**config.mk**
```make
export PLATFORM = sky130hd
export DESIGN_NAME = mmu_table_loader_flat
export DESIGN_NICKNAME = d
export VERILOG_FILES = /design/src/rtl/mmu_pkg.sv /design/src/rtl/mmu_table_loader_if.sv /design/src/rtl/mmu_table_loader_ack_sync.sv /design/src/rtl/mmu_table_loader.sv /design/src/flat_wrapper.sv
export SDC_FILE = /design/constraint.sdc
export NUM_CORES = 1
export LEC_CHECK = 0
export CAP_MARGIN = 15
export CORE_UTILIZATION = 30
export DETAILED_ROUTE_END_ITERATION = 8
export SYNTH_ARGS = -nofsm -noshare
export SYNTH_HDL_FRONTEND = slang
export SYNTH_SLANG_ARGS = --single-unit
```
**constraint.sdc**
```tcl
create_clock -name CLKX4 -period 2.1 [get_ports CLKX4]
set_clock_uncertainty 0.1 [all_clocks]
set_input_delay 0.42 -clock CLKX4 [delete_from_list [all_inputs] [get_ports CLKX4]]
set_output_delay 0.42 -clock CLKX4 [all_outputs]
set_load 0.05 [all_outputs]
```
**src/rtl/mmu_pkg.sv**
```systemverilog
// Shared types and helpers for the MMU mapping-table loader.
package mmu_pkg;

  typedef enum logic [3:0] {
    S_IDLE,
    S_REQ,
    S_RD_ADDR,
    S_RD_SAMPLE,
    S_WR_SETUP,
    S_WR_PULSE,
    S_WR_HOLD,
    S_NEXT,
    S_REL,
    S_FIN
  } state_t;

  localparam logic [1:0] MODE_FILL_ALL  = 2'b00;
  localparam logic [1:0] MODE_COPY      = 2'b01;
  localparam logic [1:0] MODE_FILL_TASK = 2'b10;
  localparam logic [1:0] MODE_NOP       = 2'b11;

  localparam logic [1:0] REGION_RAM  = 2'b10;
  localparam logic [1:0] REGION_ROM0 = 2'b00;
  localparam logic [1:0] REGION_ROM1 = 2'b01;
  localparam logic [1:0] REGION_EXT  = 2'b11;

  // Lower 32K of every task maps to RAM, upper 32K to ROM0, matching unmapped behaviour.
  function automatic logic [7:0] default_entry(input logic [2:0] idx);
    return {(idx[2] ? REGION_ROM0 : REGION_RAM), 3'b000, idx};
  endfunction

endpackage

```
**src/rtl/mmu_table_loader_if.sv**
```systemverilog
// Command, CPU-halt handshake and MMU RAM port of the table loader.
interface mmu_table_loader_if;
  logic       START;
  logic [1:0] CMD_MODE;
  logic [4:0] CMD_SRC;
  logic [4:0] CMD_DST;
  logic [7:0] FILL_VALUE;
  logic       BA;
  logic       BS;
  logic       nHALT;
  logic       OWN;
  logic [7:0] MMU_ADDR;
  logic [7:0] MMU_DOUT;
  logic       MMU_DOE;
  logic [7:0] MMU_DIN;
  logic       MMU_nRD;
  logic       MMU_nWR;
  logic       BUSY;
  logic       DONE;

  modport master (
    input  START, CMD_MODE, CMD_SRC, CMD_DST, FILL_VALUE, BA, BS, MMU_DIN,
    output nHALT, OWN, MMU_ADDR, MMU_DOUT, MMU_DOE, MMU_nRD, MMU_nWR, BUSY, DONE
  );

  modport slave (
    output START, CMD_MODE, CMD_SRC, CMD_DST, FILL_VALUE, BA, BS, MMU_DIN,
    input  nHALT, OWN, MMU_ADDR, MMU_DOUT, MMU_DOE, MMU_nRD, MMU_nWR, BUSY, DONE
  );
endinterface

```
**src/rtl/mmu_table_loader_ack_sync.sv**
```systemverilog
// Multi-stage synchroniser bringing the asynchronous halt acknowledge into the clock domain.
module ack_sync #(
  parameter int STAGES = 2
) (
  input  logic clk,
  input  logic rst,
  input  logic d,
  output logic q
);
  logic [STAGES-1:0] sr;

  always_ff @(posedge clk or posedge rst) begin
    if (rst) sr <= '0;
    else     sr <= {sr[STAGES-2:0], d};
  end

  assign q = sr[STAGES-1];
endmodule

```
**src/rtl/mmu_table_loader.sv**
```systemverilog
// Halts the CPU, takes the MMU RAM port and fills or copies mapping entries.
// Entry cost is W+3 cycles for writes only, W+5 for copies; all outputs registered.
module mmu_table_loader
  import mmu_pkg::*;
#(
  parameter bit AUTOINIT    = 1'b1,
  parameter int WR_CYCLES   = 2,
  parameter int SYNC_STAGES = 2
) (
  input logic                CLKX4,
  input logic                RESET,
  mmu_table_loader_if.master bus
);
  localparam logic [2:0] WR_LEN = 3'(WR_CYCLES);

  state_t     state;
  logic [1:0] mode_q;
  logic [4:0] src_q;
  logic [4:0] dst_q;
  logic [7:0] fill_q;
  logic [7:0] cnt;
  logic [2:0] wr_cnt;
  logic       ack;

  logic       nhalt, own, doe, nrd, nwr, busy, done;
  logic [7:0] addr, dout;

  logic [7:0] cnt_inc, ent_cnt, ent_rd_addr, ent_wr_addr, ent_wr_data;
  logic       last_entry, launch;

  ack_sync #(.STAGES(SYNC_STAGES)) u_ack_sync (
    .clk (CLKX4),
    .rst (RESET),
    .d   (bus.BA & bus.BS),
    .q   (ack)
  );

  // Full fill walks all 256 addresses; task commands only walk the 3-bit index.
  always_comb begin
    if (mode_q == MODE_FILL_ALL) begin
      cnt_inc    = cnt + 8'd1;
      last_entry = (cnt == 8'hFF);
    end else begin
      cnt_inc    = {5'd0, cnt[2:0] + 3'd1};
      last_entry = (cnt[2:0] == 3'd7);
    end
    ent_cnt     = (state == S_NEXT) ? cnt_inc : cnt;
    ent_rd_addr = {src_q, ent_cnt[2:0]};
    ent_wr_addr = (mode_q == MODE_FILL_ALL) ? ent_cnt : {dst_q, ent_cnt[2:0]};
    case (mode_q)
      MODE_FILL_ALL:  ent_wr_data = default_entry(ent_cnt[2:0]);
      MODE_FILL_TASK: ent_wr_data = fill_q;
      default:        ent_wr_data = bus.MMU_DIN;
    endcase
  end

  // Ack is only consulted at entry boundaries so a started entry always completes.
  assign launch = ack && ((state == S_REQ) || (state == S_NEXT && !last_entry));

  always_ff @(posedge CLKX4 or posedge RESET) begin
    if (RESET) begin
      state  <= AUTOINIT ? S_REQ : S_IDLE;
      mode_q <= MODE_FILL_ALL;
      src_q  <= '0;
      dst_q  <= '0;
      fill_q <= '0;
      cnt    <= '0;
      wr_cnt <= '0;
      nhalt  <= !AUTOINIT;
      busy   <= AUTOINIT;
      own    <= 1'b0;
      doe    <= 1'b0;
      nrd    <= 1'b1;
      nwr    <= 1'b1;
      addr   <= '0;
      dout   <= '0;
      done   <= 1'b0;
    end else begin
      done <= 1'b0;
      case (state)
        S_IDLE: begin
          if (bus.START) begin
            mode_q <= bus.CMD_MODE;
            src_q  <= bus.CMD_SRC;
            dst_q  <= bus.CMD_DST;
            fill_q <= bus.FILL_VALUE;
            cnt    <= '0;
            busy   <= 1'b1;
            if (bus.CMD_MODE == MODE_NOP) begin
              state <= S_FIN;
            end else begin
              nhalt <= 1'b0;
              state <= S_REQ;
            end
          end
        end
        S_REQ: if (ack) own <= 1'b1;
        S_RD_ADDR: state <= S_RD_SAMPLE;
        S_RD_SAMPLE: begin
          nrd   <= 1'b1;
          addr  <= ent_wr_addr;
          dout  <= ent_wr_data;
          doe   <= 1'b1;
          state <= S_WR_SETUP;
        end
        S_WR_SETUP: begin
          nwr    <= 1'b0;
          wr_cnt <= 3'd1;
          state  <= S_WR_PULSE;
        end
        S_WR_PULSE: begin
          if (wr_cnt == WR_LEN) begin
            nwr   <= 1'b1;
            state <= S_WR_HOLD;
          end else begin
            wr_cnt <= wr_cnt + 3'd1;
          end
        end
        S_WR_HOLD: begin
          doe   <= 1'b0;
          state <= S_NEXT;
        end
        S_NEXT: begin
          cnt <= cnt_inc;
          if (last_entry) begin
            own   <= 1'b0;
            nhalt <= 1'b1;
            state <= S_REL;
          end else if (!ack) begin
            own   <= 1'b0;
            state <= S_REQ;
          end
        end
        S_REL: if (!ack) state <= S_FIN;
        S_FIN: begin
          done  <= 1'b1;
          busy  <= 1'b0;
          state <= S_IDLE;
        end
        default: state <= S_IDLE;
      endcase

      if (launch) begin
        if (mode_q == MODE_COPY) begin
          state <= S_RD_ADDR;
          addr  <= ent_rd_addr;
          nrd   <= 1'b0;
        end else begin
          state <= S_WR_SETUP;
          addr  <= ent_wr_addr;
          dout  <= ent_wr_data;
          doe   <= 1'b1;
        end
      end
    end
  end

  assign bus.nHALT    = nhalt;
  assign bus.OWN      = own;
  assign bus.MMU_ADDR = addr;
  assign bus.MMU_DOUT = dout;
  assign bus.MMU_DOE  = doe;
  assign bus.MMU_nRD  = nrd;
  assign bus.MMU_nWR  = nwr;
  assign bus.BUSY     = busy;
  assign bus.DONE     = done;
endmodule

```
**src/flat_wrapper.sv**
```systemverilog
// flat-port wrapper written by rule: the top's interface ports become plain ports
module mmu_table_loader_flat import mmu_pkg::*;
#(
  parameter bit AUTOINIT    = 1'b1,
  parameter int WR_CYCLES   = 2,
  parameter int SYNC_STAGES = 2
)
  (CLKX4, RESET, bus_START, bus_CMD_MODE, bus_CMD_SRC, bus_CMD_DST, bus_FILL_VALUE, bus_BA, bus_BS, bus_MMU_DIN, bus_nHALT, bus_OWN, bus_MMU_ADDR, bus_MMU_DOUT, bus_MMU_DOE, bus_MMU_nRD, bus_MMU_nWR, bus_BUSY, bus_DONE);
  mmu_table_loader_if bus_i ();
  input logic CLKX4;
  input logic RESET;
  input wire logic [$bits(bus_i.START)-1:0] bus_START;
  input wire logic [$bits(bus_i.CMD_MODE)-1:0] bus_CMD_MODE;
  input wire logic [$bits(bus_i.CMD_SRC)-1:0] bus_CMD_SRC;
  input wire logic [$bits(bus_i.CMD_DST)-1:0] bus_CMD_DST;
  input wire logic [$bits(bus_i.FILL_VALUE)-1:0] bus_FILL_VALUE;
  input wire logic [$bits(bus_i.BA)-1:0] bus_BA;
  input wire logic [$bits(bus_i.BS)-1:0] bus_BS;
  input wire logic [$bits(bus_i.MMU_DIN)-1:0] bus_MMU_DIN;
  output wire logic [$bits(bus_i.nHALT)-1:0] bus_nHALT;
  output wire logic [$bits(bus_i.OWN)-1:0] bus_OWN;
  output wire logic [$bits(bus_i.MMU_ADDR)-1:0] bus_MMU_ADDR;
  output wire logic [$bits(bus_i.MMU_DOUT)-1:0] bus_MMU_DOUT;
  output wire logic [$bits(bus_i.MMU_DOE)-1:0] bus_MMU_DOE;
  output wire logic [$bits(bus_i.MMU_nRD)-1:0] bus_MMU_nRD;
  output wire logic [$bits(bus_i.MMU_nWR)-1:0] bus_MMU_nWR;
  output wire logic [$bits(bus_i.BUSY)-1:0] bus_BUSY;
  output wire logic [$bits(bus_i.DONE)-1:0] bus_DONE;
  assign bus_i.START = bus_START;
  assign bus_i.CMD_MODE = bus_CMD_MODE;
  assign bus_i.CMD_SRC = bus_CMD_SRC;
  assign bus_i.CMD_DST = bus_CMD_DST;
  assign bus_i.FILL_VALUE = bus_FILL_VALUE;
  assign bus_i.BA = bus_BA;
  assign bus_i.BS = bus_BS;
  assign bus_i.MMU_DIN = bus_MMU_DIN;
  assign bus_nHALT = bus_i.nHALT;
  assign bus_OWN = bus_i.OWN;
  assign bus_MMU_ADDR = bus_i.MMU_ADDR;
  assign bus_MMU_DOUT = bus_i.MMU_DOUT;
  assign bus_MMU_DOE = bus_i.MMU_DOE;
  assign bus_MMU_nRD = bus_i.MMU_nRD;
  assign bus_MMU_nWR = bus_i.MMU_nWR;
  assign bus_BUSY = bus_i.BUSY;
  assign bus_DONE = bus_i.DONE;
  mmu_table_loader #(.AUTOINIT(AUTOINIT), .WR_CYCLES(WR_CYCLES), .SYNC_STAGES(SYNC_STAGES)) u_core (.CLKX4(CLKX4), .RESET(RESET), .bus(bus_i));
endmodule
```
==> results of run 1 <==
## worst paths after layout
check                                                        from  depth (start not counted)  slack, ps                           endpoint
worst max-delay path             u_core.bus.MMU_DOUT[2]$_DFF_PP0_                          1         50                    bus_MMU_DOUT[2]
worst min-delay path            u_core.u_ack_sync.sr[0]$_DFF_PP0_                          0        260  u_core.u_ack_sync.sr[1]$_DFF_PP0_
worst max register to register          u_core.cnt[0]$_DFFE_PP0P_                          7         60   u_core.bus.MMU_DOUT[6]$_DFF_PP0_
worst min register to register  u_core.u_ack_sync.sr[0]$_DFF_PP0_                          0        260  u_core.u_ack_sync.sr[1]$_DFF_PP0_
max in group asynchronous                                   RESET                          3       1220        u_core.bus.BUSY$_DFFE_PP1P_
min in group asynchronous                                   RESET                          3        350          u_core.bus.DONE$_DFF_PP0_
## metal layers
metal | vias to the layer above | wire length, um
li1 | 1235 | -
met1 | 1266 | 3720
met2 | 63 | 3590
met3 | 14 | 343
met4 | 0 | 123
met5 | - | 0
## power breakdown
part	switching, mW	internal (mW)	total [mW]
Clock	0.514	0.563	1.08
Sequential	0.327	1.63	1.96
Combinational	1.73	1.31	3.04
Total	2.57	3.50	6.07
## stage by stage
step           instances  hold slack, ps  cell area, um^2  power [mW]
3_5_place_dp         492             240             3900        4.92
6_report             514             263             4240        6.07
5_1_grt              514             273             4240        6.47
4_1_cts              509             265             4140        6.05
3_3_place_gp         492             243             3900        4.87
2_1_floorplan        295             231             3090        3.97
## repair_timing
action,in CTS,in global routing
endpoints found under the hold margin,0,0
setup endpoints to repair,10,14
resized for setup,3,11
buffers inserted,1,5
pin swaps,4,5
## placed cells by master (no fill, tap or decap), types with 7 or more instances in the layout
cell             count
a22o_1               9
nor2_1              16
dfrtp_1             56
a21oi_1             15
clkdlybuf4s50_1     41
o21ai_0             28
clkbuf_8             9
inv_1               14
mux2_2              28
nand3_1              7
buf_4               34
nand2_1             22
## kinds of logic after synthesis
group | Yosys count | synth area share (%)
adder cells (fa/ha/maj) | 4 | 1.62
buffers and inverters | 29 | 4.29
AND/OR/NAND/NOR | 82 | 14.7
XOR/XNOR | 6 | 1.70
AO/OA/AOI/OAI | 81 | 17.0
flip-flops | 60 | 48.8
multiplexers | 33 | 12.0
## sequential cells by signal, indices dropped and copies added, names as in the netlist, 2 cells and up
name	cells
u_core.u_ack_sync.sr	2
u_core.cnt	8
u_core.mode_q	2
u_core.fill_q	8
u_core.bus.MMU_ADDR	8
u_core.dst_q	5
u_core.src_q	5
u_core.state	4
u_core.wr_cnt	3
u_core.bus.MMU_DOUT	8
## area by class of cell
class / count / area share [%]
Inverter: 15 / 1.33
Timing Repair Buffer: 84 / 18.8
Sequential cell: 60 / 35.6
Multi-Input combinational cell: 206 / 35.5
Clock inverter: 7 / 1.89
Clock buffer: 9 / 2.92
Tap cell: 133 / 3.93
==> run metrics, run 1 <==
status finished clean; pre-CTS setup slack -95.0 ps; Post-Syn Instances between 200 and 300; crit-path leading delay family buffers and inverters; fmax roughly 0.49 GHz; Synth cell types 54; 1st-iter DRT viols roughly 110; first-pass GRT wire length approximately 12000 um; Clock Latency Late Sink roughly 350 ps; RSZ-0062 raised after global routing true; Post-synth EDFFs 0; largest net degree at the start of global routing 61; met3 Usage GRT around 3.9%; post-layout net count 413; routed vias/inst about 5.0; diode count 0; Warnings, synthesis 0; sequential area share after synthesis between 40% and 50%; setup violators final 0; DP Wirelength about 5500 um; Slew Limit Headroom approximately two thirds; Util after Layout ~43%; Hold Vio Cnt, Final 0; total congestion overflow 0; Post-route DRC 0; Worst Setup Start Kind flop; Initial Utilization between 30 and 40%; crit path DAT roughly 1500 ps; #FFs+latches synth 60; Die W just over 100 um; Seq. cell area between 1500 and 2000 um^2; initial antenna violation count 0; P&R area growth vs syn 37.2%; syn avg cell area around 10 um^2; Clk Tree Root Cell clkbuf_8; max-cap check violation count 0; cells taking the most area after synthesis dfrtp_1 (45%), mux2_2 (11%), o21ai_0 (4.5%), dfstp_2 (3.4%), nand2_1 (2.7%); CTS Buf Count 9; Peak supply drop 0.675 mV; critical path capture point type primary output; post-layout min period 2050 ps; post-route ant nets 0; most utilized layer in the global route result met2; Pwr Density around 1400 nW/um^2; TritonRoute pass-1 iters 5; share of layout cells above drive strength 1 26.2%; Max Root-Sink Buffers 2; post-synth top area cell dfrtp_1; fill count 972; TritonCTS clock tree yes; Synth top cells by count dfrtp_1 (56), mux2_2 (29), o21ai_0 (28), nand2_1 (22), nor2_1 (16); Tot GR Track Use around 15%; routed length per placed instance 15.1 um; WP buf/inv 1; Worst-Margin Slew 512 ps; htree depth 3; met1 Track Usage GR 21.3%; CP Cell Sequence clkdlybuf4s50_1; Final Max Slew Viols 0; Final period util 97.5%; gpl congestion roughly 0.8; WP data required between 1500 and 2000 ps; setup ws final just over 50 ps; PortBufs 55; Mapped Area around 3100 um^2; FP Rows 36; Async SR Flop Fraction between 90% and 100%; DIE AREA between 10000 and 15000 um^2; multi-input logic area around 1500 um^2; peak per-stage delay on the critical path 800 ps; Core ar. about 9900 um^2; Worst Hold Class reg2reg; vias in the first global route roughly 2400; Lkg Pwr ~1.9 nW; setup TNS 0 ps; Routed WL approximately 7800 um; Reg clk slew, reported paths about 80 ps; CP Max Fanout 2; Synth top area share between 40 and 50%; clock sink count 60; critical path type reg2out; post-synth net total about 330; Most used DFF post-synth dfrtp_1; IO Count 56; Die Ht between 100 and 150 um; slowest CP cell clkdlybuf4s50_1; GRT met2 Usage roughly a quarter; cts hold-fix bufs 0; DR vias about 2600; most frequent cell after synthesis dfrtp_1
Note: power is estimated with default switching activity, not from simulation.
==> run 2, diff against run 1 <==
CTS_CLUSTER_SIZE = 40   (was not set)
GPL_TIMING_DRIVEN = 0   (was not set)
==> run metrics, run 2 (synthesized netlist as in run 1, its figures left out) <==
1st-iter DRT viols approximately 140; hold wc startpoint u_core.u_ack_sync.sr[0]$_DFF_PP0_; htree depth 3; WP buf/inv 2; crit path DAT 2240 ps; clock sink count 60; WP data required about 2300 ps; Lkg Pwr 1.89 nW; diode count 0; Tot GR Track Use between 15 and 20%; Die Ht around 100 um; DIE AREA roughly 11000 um^2; crit path launch u_core.state[0]$_DFFE_PP1P_; Hold Vio Cnt, Final 0; post-layout net count between 400 and 500; PortBufs 55; max-cap check violation count 0; total power 6.26 mW; Final Max Slew Viols 0; DR vias between 2000 and 3000; R2R Path Start u_core.state[0]$_DFFE_PP1P_; Reg clk slew, reported paths approximately 70 ps; TritonCTS clock tree yes; Core ar. 9860 um^2; critical path type reg2reg; share of layout cells above drive strength 1 between 20% and 30%; slowest CP cell dfstp_2; routed vias/inst slightly above 5; Util after Layout between 40% and 50%; peak per-stage delay on the critical path 590 ps; initial antenna violation count 0; Max Root-Sink Buffers 2; Final period util 98.7%; crit-path leading delay family flip-flops; CTS Buf Count 9; Post-route DRC 0; CP Cell Sequence and4b_2, o211ai_1, o21ai_4, buf_4, clkbuf_2, nand2_1, o21a_1; routed length per placed instance 15.4 um; Routed WL between 7000 and 8000 um; critical path capture point type flop; post-layout min period ~2100 ps; P&R area growth vs syn 40.5%; most common cell after layout, fill and taps aside dfrtp_1; Worst Setup Start Kind flop; first-pass GRT wire length 12800 um; Pwr Density ~1400 nW/um^2; IO Count 56; CP Max Fanout 10; DP Wirelength ~5500 um; largest net degree at the start of global routing 33; Slew Limit Headroom 55.6%; fmax about 0.48 GHz; Die W 103 um; Worst-Margin Slew approximately 670 ps; vias in the first global route ~2500; setup violators final 0; Clk Tree Root Cell clkbuf_8; Clock Latency Late Sink between 300 and 400 ps; cts hold-fix bufs 0; status finished clean; total congestion overflow 0; gpl congestion 0.776; TritonRoute pass-1 iters 5; commonest non-fill, non-tap cells in the layout dfrtp_1 (52), clkdlybuf4s50_1 (49), o21ai_0 (27), nand2_1 (22), mux2_2 (21); Peak supply drop between 0.8 and 0.9 mV; post-route ant nets 0; Initial Utilization between 30% and 40%; FP Rows 36; Worst Hold Class reg2reg
==> run 2: changes by cell type in the layout (fill, tap and decap cells not counted), sizes merged <==
| cell | delta |
|---|---|
| clkbuf | +10 |
| inv | -4 |
| bufinv | +1 |
| clkinv | +1 |
| clkinvlp | -1 |
| dlygate4sd2 | +3 |
| dlymetal6s2s | -1 |
| buf | -12 |
| clkdlybuf4s50 | +8 |
==> run 2: per-layer routing <==
metal | routed length, um | GRT usage (%) | vias to the layer above
met2 | 3630 | 24.8 | 93
met1 | 3840 | 21.8 | 1283
met5 | 0 | 0 | -
met4 | 80 | 4.23 | 0
met3 | 441 | 4.44 | 12
li1 | - | - | 1247
==> run 2: path summary, 6_finish.rpt <==
kind	to	slack, ps	cells past startpoint
worst max-delay path	u_core.bus.MMU_nRD$_DFF_PP1_	30	7
worst min-delay path	u_core.u_ack_sync.sr[1]$_DFF_PP0_	260	0
worst max register to register	u_core.bus.MMU_nRD$_DFF_PP1_	30	7
worst min register to register	u_core.u_ack_sync.sr[1]$_DFF_PP0_	260	0
max in group asynchronous	u_core.bus.BUSY$_DFFE_PP1P_	840	3
min in group asynchronous	u_core.wr_cnt[2]$_DFFE_PP0P_	400	2
==> run 2: where the power goes <==
part           switching [mW]  internal (mW)
clock network           0.460          0.700
registers               0.367           1.64
logic                    1.74           1.35
total                    2.56           3.69
==> run 2: area by class of cell <==
cell class | instances | area (um^2)
fillers | 920 | 5530
multi-input cells | 206 | 1560
flip-flops and latches | 60 | 1510
repair buffers | 77 | 761
well taps | 133 | 166
clock buffers | 12 | 145
clock inverters | 4 | 72.6
plain buffers | 12 | 61.3
inverters | 15 | 56.3
==> run 2: repair_timing <==
item	4_1_cts	5_1_grt
gates resized for setup	24	16
pin swaps	4	6
setup endpoints to repair	33	45
gates cloned	0	0
buffers inserted	9	12
==> run 2: metrics by stage <==
| stage | setup WS (ps) | TNS (ps) | cells | instance area [um^2] | hold slack, ps |
|---|---|---|---|---|---|
| 6_report | 27.1 | 0 | 519 | 4340 | 265 |
| 2_1_floorplan | -5.20 | -41.6 | 295 | 3090 | 231 |
| 3_3_place_gp | -1060 | -66450 | 483 | 3810 | 245 |
| 3_5_place_dp | -392 | -5150 | 484 | 3830 | 241 |
| 4_1_cts | -37.8 | -204 | 509 | 4200 | 268 |
| 5_1_grt | -41.9 | -178 | 519 | 4340 | 266 |
